## src/rtl/muldiv_seq.sv

```systemverilog
// muldiv_seq: iterative RV32M multiply/divide (shift-add / restoring), SAIL_MULDIV_FASTPATH_EN skips CALC for trivial ops
module muldiv_seq #(
  parameter int WIDTH = 32
) (
  input  logic             clk,
  input  logic             reset,
  input  logic             op_valid,
  output logic             op_ready,
  input  logic [2:0]       funct3,
  input  logic [WIDTH-1:0] A,
  input  logic [WIDTH-1:0] B,
  output logic             result_valid,
  input  logic             result_ready,
  output logic [WIDTH-1:0] result,
  output logic             busy
);
  localparam int CW = $clog2(WIDTH);
  typedef enum logic [1:0] {IDLE, CALC, DONE} state_t;
  state_t state_q, state_d;
  logic [CW-1:0] cnt_q, cnt_d;
  logic [2:0] f3_q, f3_d;
  logic neg_q, neg_d, dz_q, dz_d, ovf_q, ovf_d;
  logic [WIDTH-1:0] a_q, a_d, op_q, op_d, result_q, result_d;
  logic [2*WIDTH-1:0] acc_q, acc_d, mul_nx, div_nx, prod;
  logic [WIDTH:0] sum, diff;
  logic [WIDTH-1:0] a_mag, b_mag, quo, rem, calc_res;
  logic a_sgn, b_sgn, b_in_sign, sgn_in, dz_in, ovf_in;
  assign a_sgn     = (funct3 == 3'b001) | (funct3 == 3'b010) | (funct3[2] & ~funct3[0]);
  assign b_sgn     = (funct3 == 3'b001) | (funct3[2] & ~funct3[0]);
  assign b_in_sign = (funct3 == 3'b001) | (funct3 == 3'b100);
  assign a_mag     = (a_sgn & A[WIDTH-1]) ? -A : A;
  assign b_mag     = (b_sgn & B[WIDTH-1]) ? -B : B;
  assign sgn_in    = (a_sgn & A[WIDTH-1]) ^ (b_in_sign & B[WIDTH-1]);
  assign dz_in     = funct3[2] & (B == '0);
  assign ovf_in    = funct3[2] & ~funct3[0] & (A == {1'b1, {(WIDTH-1){1'b0}}}) & (B == '1);
  // acc holds {partial product, multiplier} for multiply and {remainder, dividend/quotient} for divide
  assign sum    = {1'b0, acc_q[2*WIDTH-1:WIDTH]} + {1'b0, acc_q[0] ? op_q : {WIDTH{1'b0}}};
  assign diff   = acc_q[2*WIDTH-1:WIDTH-1] - {1'b0, op_q};
  assign mul_nx = {sum, acc_q[WIDTH-1:1]};
  assign div_nx = {diff[WIDTH] ? acc_q[2*WIDTH-2:WIDTH-1] : diff[WIDTH-1:0], acc_q[WIDTH-2:0], ~diff[WIDTH]};
  assign prod   = neg_q ? -mul_nx : mul_nx;
  assign quo    = neg_q ? -div_nx[WIDTH-1:0] : div_nx[WIDTH-1:0];
  assign rem    = neg_q ? -div_nx[2*WIDTH-1:WIDTH] : div_nx[2*WIDTH-1:WIDTH];
  assign calc_res = ~f3_q[2] ? ((f3_q[1:0] == 2'b00) ? mul_nx[WIDTH-1:0] : prod[2*WIDTH-1:WIDTH]) :
                    dz_q     ? (f3_q[1] ? a_q : {WIDTH{1'b1}}) :
                    ovf_q    ? (f3_q[1] ? {WIDTH{1'b0}} : a_q) :
                    f3_q[1]  ? rem : quo;
`ifdef SAIL_MULDIV_FASTPATH_EN
  logic fast_go;
  logic [WIDTH-1:0] fast_res;
  assign fast_go  = dz_in | ovf_in | (~funct3[2] & ((A == '0) | (B == '0)));
  assign fast_res = dz_in  ? (funct3[1] ? A : {WIDTH{1'b1}}) :
                    ovf_in ? (funct3[1] ? {WIDTH{1'b0}} : A) : {WIDTH{1'b0}};
`endif
  always_comb begin
    state_d  = state_q;
    cnt_d    = cnt_q;
    f3_d     = f3_q;
    neg_d    = neg_q;
    dz_d     = dz_q;
    ovf_d    = ovf_q;
    a_d      = a_q;
    op_d     = op_q;
    acc_d    = acc_q;
    result_d = result_q;
    if (state_q == IDLE && op_valid) begin
      state_d = CALC;
      cnt_d   = CW'(WIDTH - 1);
      f3_d    = funct3;
      neg_d   = sgn_in;
      dz_d    = dz_in;
      ovf_d   = ovf_in;
      a_d     = A;
      op_d    = funct3[2] ? b_mag : a_mag;
      acc_d   = funct3[2] ? {{WIDTH{1'b0}}, a_mag} : {{WIDTH{1'b0}}, b_mag};
`ifdef SAIL_MULDIV_FASTPATH_EN
      if (fast_go) begin
        state_d  = DONE;
        result_d = fast_res;
      end
`endif
    end else if (state_q == CALC) begin
      acc_d = f3_q[2] ? div_nx : mul_nx;
      cnt_d = cnt_q - 1'b1;
      if (cnt_q == '0) begin
        state_d  = DONE;
        result_d = calc_res;
      end
    end else if (state_q == DONE && result_ready) begin
      state_d = IDLE;
    end
  end
  always_ff @(posedge clk) begin
    if (reset) begin
      state_q  <= IDLE;
      cnt_q    <= '0;
      f3_q     <= '0;
      neg_q    <= 1'b0;
      dz_q     <= 1'b0;
      ovf_q    <= 1'b0;
      a_q      <= '0;
      op_q     <= '0;
      acc_q    <= '0;
      result_q <= '0;
    end else begin
      state_q  <= state_d;
      cnt_q    <= cnt_d;
      f3_q     <= f3_d;
      neg_q    <= neg_d;
      dz_q     <= dz_d;
      ovf_q    <= ovf_d;
      a_q      <= a_d;
      op_q     <= op_d;
      acc_q    <= acc_d;
      result_q <= result_d;
    end
  end
  assign op_ready     = state_q == IDLE;
  assign result_valid = state_q == DONE;
  assign busy         = state_q != IDLE;
  assign result       = result_q;
endmodule

```

## config.mk

```make
export PLATFORM = sky130hd
export DESIGN_NAME = muldiv_seq
export DESIGN_NICKNAME = d
export VERILOG_FILES = /design/src/rtl/muldiv_seq.sv
export SDC_FILE = /design/constraint.sdc
export NUM_CORES = 1
export LEC_CHECK = 0
export CORE_MARGIN = 3
export CORE_UTILIZATION = 33
export DETAILED_ROUTE_END_ITERATION = 6
export PLACE_DENSITY = 0.47
export SETUP_SLACK_MARGIN = 0.4
export SLEW_MARGIN = 20
export SYNTH_ARGS = -nofsm -noshare
export SYNTH_HDL_FRONTEND = slang
export SYNTH_SLANG_ARGS = --single-unit
```

## constraint.sdc

```tcl
create_clock -name clk -period 8.4 [get_ports clk]
set_input_delay 0.84 -clock clk [delete_from_list [all_inputs] [get_ports clk]]
set_output_delay 0.84 -clock clk [all_outputs]
set_load 0.005 [all_outputs]
```

==> results of run 1 <==
-- worst register-to-register path: stages, from the launching register on --
cell and delay (ps):
dfxtp_1 520, inv_1 90, ha_1 210, inv_1 70, fa_1 230, a211oi_1 140, o211a_1 250, nor4b_1 770
o211a_1 230, o21ai_1 90, xnor2_2 560, inv_1 260, a21o_1 260, inv_1 60, ha_1 250, nand4_1 110
a211oi_1 600, or4bb_1 500, o41a_1 450, a32o_1 220, a2111oi_0 440, nor2_1 100, o31ai_1 220
-- metrics by stage --
stage / setup slack [ps] / power (mW) / instance area [sq um]
after global routing: 1240 / 3.27 / 20200
final: 1680 / 3.12 / 20200
after detailed placement: 1850 / 2.31 / 19700
after floorplan: 2600 / 1.82 / 18100
after CTS: 1830 / 3.12 / 20200
after global placement: 1960 / 2.31 / 19700
-- state kept, by name, summed over array words and instances (netlist names) --
name     cells
op_q        32
dz_q         1
result      32
cnt_q        5
state_q      2
a_q         32
acc_q       64
neg_q        1
ovf_q        1
f3_q         3
-- power by group through the flow --
stage,Sequential (mW),Combinational (mW),Clock (mW)
global route,0.981,1.45,0.833
CTS,0.971,1.32,0.821
floorplan,0.928,0.892,0
global placement,0.989,1.32,0
finish,0.976,1.35,0.799
detailed placement,0.990,1.32,0
-- worst min path at each step --
stage | endpoint | slack, ps
after global routing | op_q[5] | 480
after detailed placement | op_q[10] | 450
final | op_q[9] | 450
after CTS | op_q[5] | 460
after floorplan | op_q[10] | 430
after global placement | op_q[7] | 440
-- cell type report --
cell class / count / area, sq um
fill: 5905 / 33800
timing repair buffer: 153 / 1410
clock buffer: 20 / 457
clock inverter: 12 / 88.8
antenna: 1 / 2.50
tap: 696 / 871
inverter: 72 / 270
multi-input combinational: 2198 / 13600
sequential: 173 / 3470
-- layout by cell type (no fill, tap or decap), types with 39 or more instances in the layout --
| cell | n |
|---|---|
| a31oi_1 | 43 |
| o21ai_0 | 157 |
| a21oi_1 | 256 |
| ha_1 | 71 |
| nand3_1 | 66 |
| xor2_1 | 72 |
| a211oi_1 | 50 |
| nor4_1 | 39 |
| nand2_1 | 373 |
| mux2i_1 | 91 |
| clkdlybuf4s50_1 | 103 |
| buf_4 | 48 |
| inv_1 | 70 |
| nor3_1 | 62 |
| o211ai_1 | 98 |
| xnor2_1 | 81 |
| nor2_1 | 271 |
| dfxtp_1 | 170 |
-- routing by layer --
metal,share of wire,vias up,GRT usage
li1,-,9579,-
met1,0.44,9852,0.394
met2,0.47,799,0.478
met3,0.059,120,0.0365
met4,0.033,4,0.105
met5,0.00035,-,0
-- cell families after synthesis --
group,share of synthesized area
multiplexers,0.0608
AND/OR/NAND/NOR,0.265
XOR/XNOR,0.0744
AO/OA/AOI/OAI,0.299
buffers and inverters,0.0583
flip-flops,0.191
adder cells (fa/ha/maj),0.0512
==> impl_metrics.toml, run 1 <==
[timing]
rsz0062_at_grt = "false"
period_needed_ps = 6720
hold_viol = 0
fin_tns_setup_ps = 0
period_share = 0.800
holdWs_ps = 453
tightest_slew_ps = 1060
clock.fmax_mhz = 149
finalMaxSlewViolations = 0
slew_headroom = 0.293
final.setup_skew_ps = 12.3
finalSetupViolations = 0

[cts]
cts_sinks = 173
path_clk_slew_ps = 70
worstSkewPairLatency_ps = 500
cts-hold-fix-buffers = 0
cts_buffers = 17
cts_root_buf = "clkbuf_16"
cts_resized = 0
cts_tree = "done"
cts_buffer_depth = 2
htree_levels = 4
post-cts-setup-buffers = 0

[global_routing]
grt_start_max_net_pins = 114
antenna_found_initial = 2
grt.total_usage = 0.292
grt_pass1_wl_um = 126000
grt_pass1_vias = 18600
grt_overflow = 0

[worst_hold_path]
hp-class = "flop to flop"
hold_path.startpoint = "op_q[9]"
worstHoldPathCells = 2

[place]
port_buffers = 105
place_congestion = 0.943
dp.cells = 3292
dp_hpwl_um = 66600

[synth]
seq_area_frac_synth = 0.191
synth.area.top_cells = "dfxtp_1 19%, nand2_1 7.7%, a21oi_1 7.1%"
synth_area_leader_cell = "dfxtp_1"
synth_most_common_cell = "nand2_1"
synth.distinct_cells = 88
netlist_top_cells_count = "374 x nand2_1, 273 x nor2_1, 256 x a21oi_1, 173 x dfxtp_1, 169 x clkbuf_1"
synth_ff_type = "dfxtp_1"
async_flop_share = 0
syn_nets = 2792
synth_cells = 2648
synth_seq_cells = 173
synth_edf_count = 0
yosys_warnings = 0
yosysTopAreaCellShare = 0.191
syn_area_sq_um = 18100
synth.avg_cell_area_sq_um = 6.84

[route]
drc = 0
drt-vias-per-instance = 6.12
first_iter_violations = 2164
wl_um = 85900
postRouteAntennaNets = 0
drtPass1Iterations = 6
wl_per_cell_um = 25.8
vias = 20400

[worst_setup_path]
path_buf_inv = 4
start_kind = "flop"
critical_path_class = "flop to flop"
r2r_cells = 22
r2r_end = "result[20]"
crit_fanout = 9
worstPathCellList = "inv_1 > ha_1 > inv_1 > fa_1 > a211oi_1 > o211a_1 > nor4b_1 > o211a_1 > o21ai_1 > xnor2_2 > inv_1 > a21o_1 > inv_1 > ha_1 > nand4_1 > a211oi_1 > or4bb_1 > o41a_1 > a32o_1 > a2111oi_0 > nor2_1 > o31ai_1"
crit_path_end_kind = "flop"
critPathLaunch = "acc_q[31]"
crit_path_frequent_cell = "inv_1"
endpoint = "result[20]"
slowest_delay_ps = 770
cp.required_ps = 8800
critPathArrivalTime_ps = 7120
crit_family = "compound AO/OA/AOI/OAI gates"
r2r_start = "acc_q[31]"
path_depth = 22
slowest_stage = "nor4b_1"
ff2ff_setup_slack_ps = 1680

[pwr]
powerDensity_nw_per_um2 = 155
vdd_drop_max_v = 0.000151
p_comb_frac = 0.431
p_seq_frac = 0.313
power.leakage_nw = 7.33
power_switching_share = 0.444
p_int_mw = 1.74
clkPwrFrac = 0.256
power.switching_mw = 1.39

[final_layout]
instances_no_fill = 3325
final_layout_size_suffix_gt1_frac = 0.0502
utilization = 0.374
layout.nets = 2759
area_growth_syn_to_layout_pct = 11.5

[die]
die_x_um = 240
dieHeight_um = 240
die_area_sq_um = 57800
start_util = 0.335
core_region_area_sq_um = 54000
fp-row-count = 85
top_level_ports = 106

[run_status]
run_status = "finished, final reports clean"

[job]
cap_violations = 0
(Power assumes the default switching activity.)
==> run 2: changes to the inputs <==
- clock period: 8.4 -> 6.65 ns (I/O delays scaled with it)
==> impl_metrics.toml, run 2 (same netlist as run 1, synthesis figures left out) <==
[cts]
path_clk_slew_ps = 70
cts_buffer_depth = 2
post-cts-setup-buffers = 0
worstSkewPairLatency_ps = 510
cts_tree = "done"
cts_root_buf = "clkbuf_16"
cts-hold-fix-buffers = 0
cts_buffers = 17
cts_resized = 0
htree_levels = 4
cts_sinks = 173

[route]
vias = 20600
first_iter_violations = 2045
drtPass1Iterations = 6
wl_per_cell_um = 26.5
drt-vias-per-instance = 6.20
drc = 0
wl_um = 87900
postRouteAntennaNets = 0

[die]
top_level_ports = 106
dieHeight_um = 240
core_region_area_sq_um = 54000
die_area_sq_um = 57800
fp-row-count = 85
die_x_um = 240
start_util = 0.335

[timing]
period_needed_ps = 5760
clock.fmax_mhz = 174
rsz0062_at_grt = "false"
final.setup_skew_ps = 15.2
period_share = 0.867
finalSetupViolations = 0
holdWs_ps = 454
fin_tns_setup_ps = 0
tightest_slew_ps = 1210
finalMaxSlewViolations = 0
slew_headroom = 0.190
hold_viol = 0

[final_layout]
final_common_cell = "nand2_1"
area_growth_syn_to_layout_pct = 11.7
multi_input_area_sq_um = 13700
instances_no_fill = 3321
seq_area_sq_um = 3470
largest_reg_flops = 64
antenna_cells = 0
layout.nets = 2757
final_layout_size_suffix_gt1_frac = 0.0507
fill_cells = 5864
final_cell_mix = "373 x nand2_1, 271 x nor2_1, 256 x a21oi_1, 170 x dfxtp_1, 157 x o21ai_0"
regMostFlops = "acc_q"

[pwr]
power_mw = 4.03
powerDensity_nw_per_um2 = 199
vdd_drop_max_v = 0.000219
power.leakage_nw = 7.35

[global_routing]
grt.total_usage = 0.300
antenna_found_initial = 3
grt_overflow = 0
grt_pass1_wl_um = 129000
grt_pass1_vias = 19200
grt_start_max_net_pins = 100

[worst_hold_path]
hold_end = "op_q[8]"
worstHoldPathCells = 2
hold_path.startpoint = "op_q[8]"
hp-class = "flop to flop"

[worst_setup_path]
crit_path_frequent_cell = "inv_1"
slowest_delay_ps = 480
crit_path_end_kind = "flop"
start_kind = "flop"
path_buf_inv = 3
crit_family = "compound AO/OA/AOI/OAI gates"
worstPathCellList = "ha_1 > inv_1 > fa_1 > a211oi_1 > o211a_1 > nor4b_4 > o211a_1 > o21ai_1 > xnor2_2 > inv_1 > a21o_1 > inv_1 > ha_1 > nand4_1 > a211oi_2 > or4bb_1 > o41a_1 > a32o_1 > a2111oi_0 > nor2_1 > o31ai_1"
r2r_cells = 21
path_depth = 21
critPathArrivalTime_ps = 6180
r2r_end = "result[20]"
cp.required_ps = 7070
r2r_start = "op_q[0]"
ff2ff_setup_slack_ps = 890
slowest_stage = "or4bb_1"
critical_path_class = "flop to flop"
crit_fanout = 10

[place]
place_congestion = 0.987
dp.cells = 3290
dp_hpwl_um = 67800
port_buffers = 105

[run_status]
run_status = "finished, final reports clean"

[job]
cap_violations = 0
run 2: cell types whose count changed in the layout (fill, tap and decap cells not counted), moves of 2 or more:
cell and delta:
clkinv_2 -2, a211oi_1 -2, buf_4 -3, a211oi_2 +2
run 2: worst max-delay path by stage:
stage	start	to	slack (ps)
3_5_place_dp	op_q[13]	result[20]	620
3_3_place_gp	acc_q[31]	result[20]	760
6_report	op_q[0]	result[20]	890
4_1_cts	op_q[13]	result[20]	560
5_1_grt	op_q[0]	result[24]	440
2_1_floorplan	acc_q[31]	result[20]	850
run 2: layer usage:
metal  vias up  global-route usage  part of all wire  routed length, um
met5         -                   0           0.00034                 30
met4         4               0.128             0.045               3920
met3       167              0.0481             0.065               5710
met2       892               0.486              0.46              40100
met1      9935               0.395              0.43              38100
li1       9586                   -                 -                  -
run 2: through the flow:
stage | util | area (sq um) | setup WS [ps]
3_5_place_dp | 0.364 | 19700 | 615
6_report | 0.375 | 20300 | 888
4_1_cts | 0.374 | 20200 | 560
3_3_place_gp | 0.364 | 19700 | 757
2_1_floorplan | - | 18100 | 848
5_1_grt | 0.375 | 20300 | 441
run 2: power by group:
| group | switching (mW) | internal, mW | total [mW] |
|---|---|---|---|
| Combinational | 1.14 | 0.585 | 1.72 |
| Sequential | 0.134 | 1.11 | 1.24 |
| Clock | 0.513 | 0.546 | 1.06 |
run 2: area by class of cell:
type                       instances  share of cell area
timing repair buffer             151              0.0694
inverter                          72              0.0133
sequential                       173               0.171
clock inverter                    11             0.00531
clock buffer                      20              0.0230
multi-input combinational       2198               0.675
tap                              696              0.0430
run 2: worst min-delay path, stage by stage (launching register included):
cell,delay (ps)
dfxtp_1,310
nand2_1,50
a21oi_1,50
==> run 3: changes to the inputs <==
- CTS_CLUSTER_SIZE: unset -> 28
==> results of run 3 <==
Final layout, timing and power as in run 2 (identical DEF).
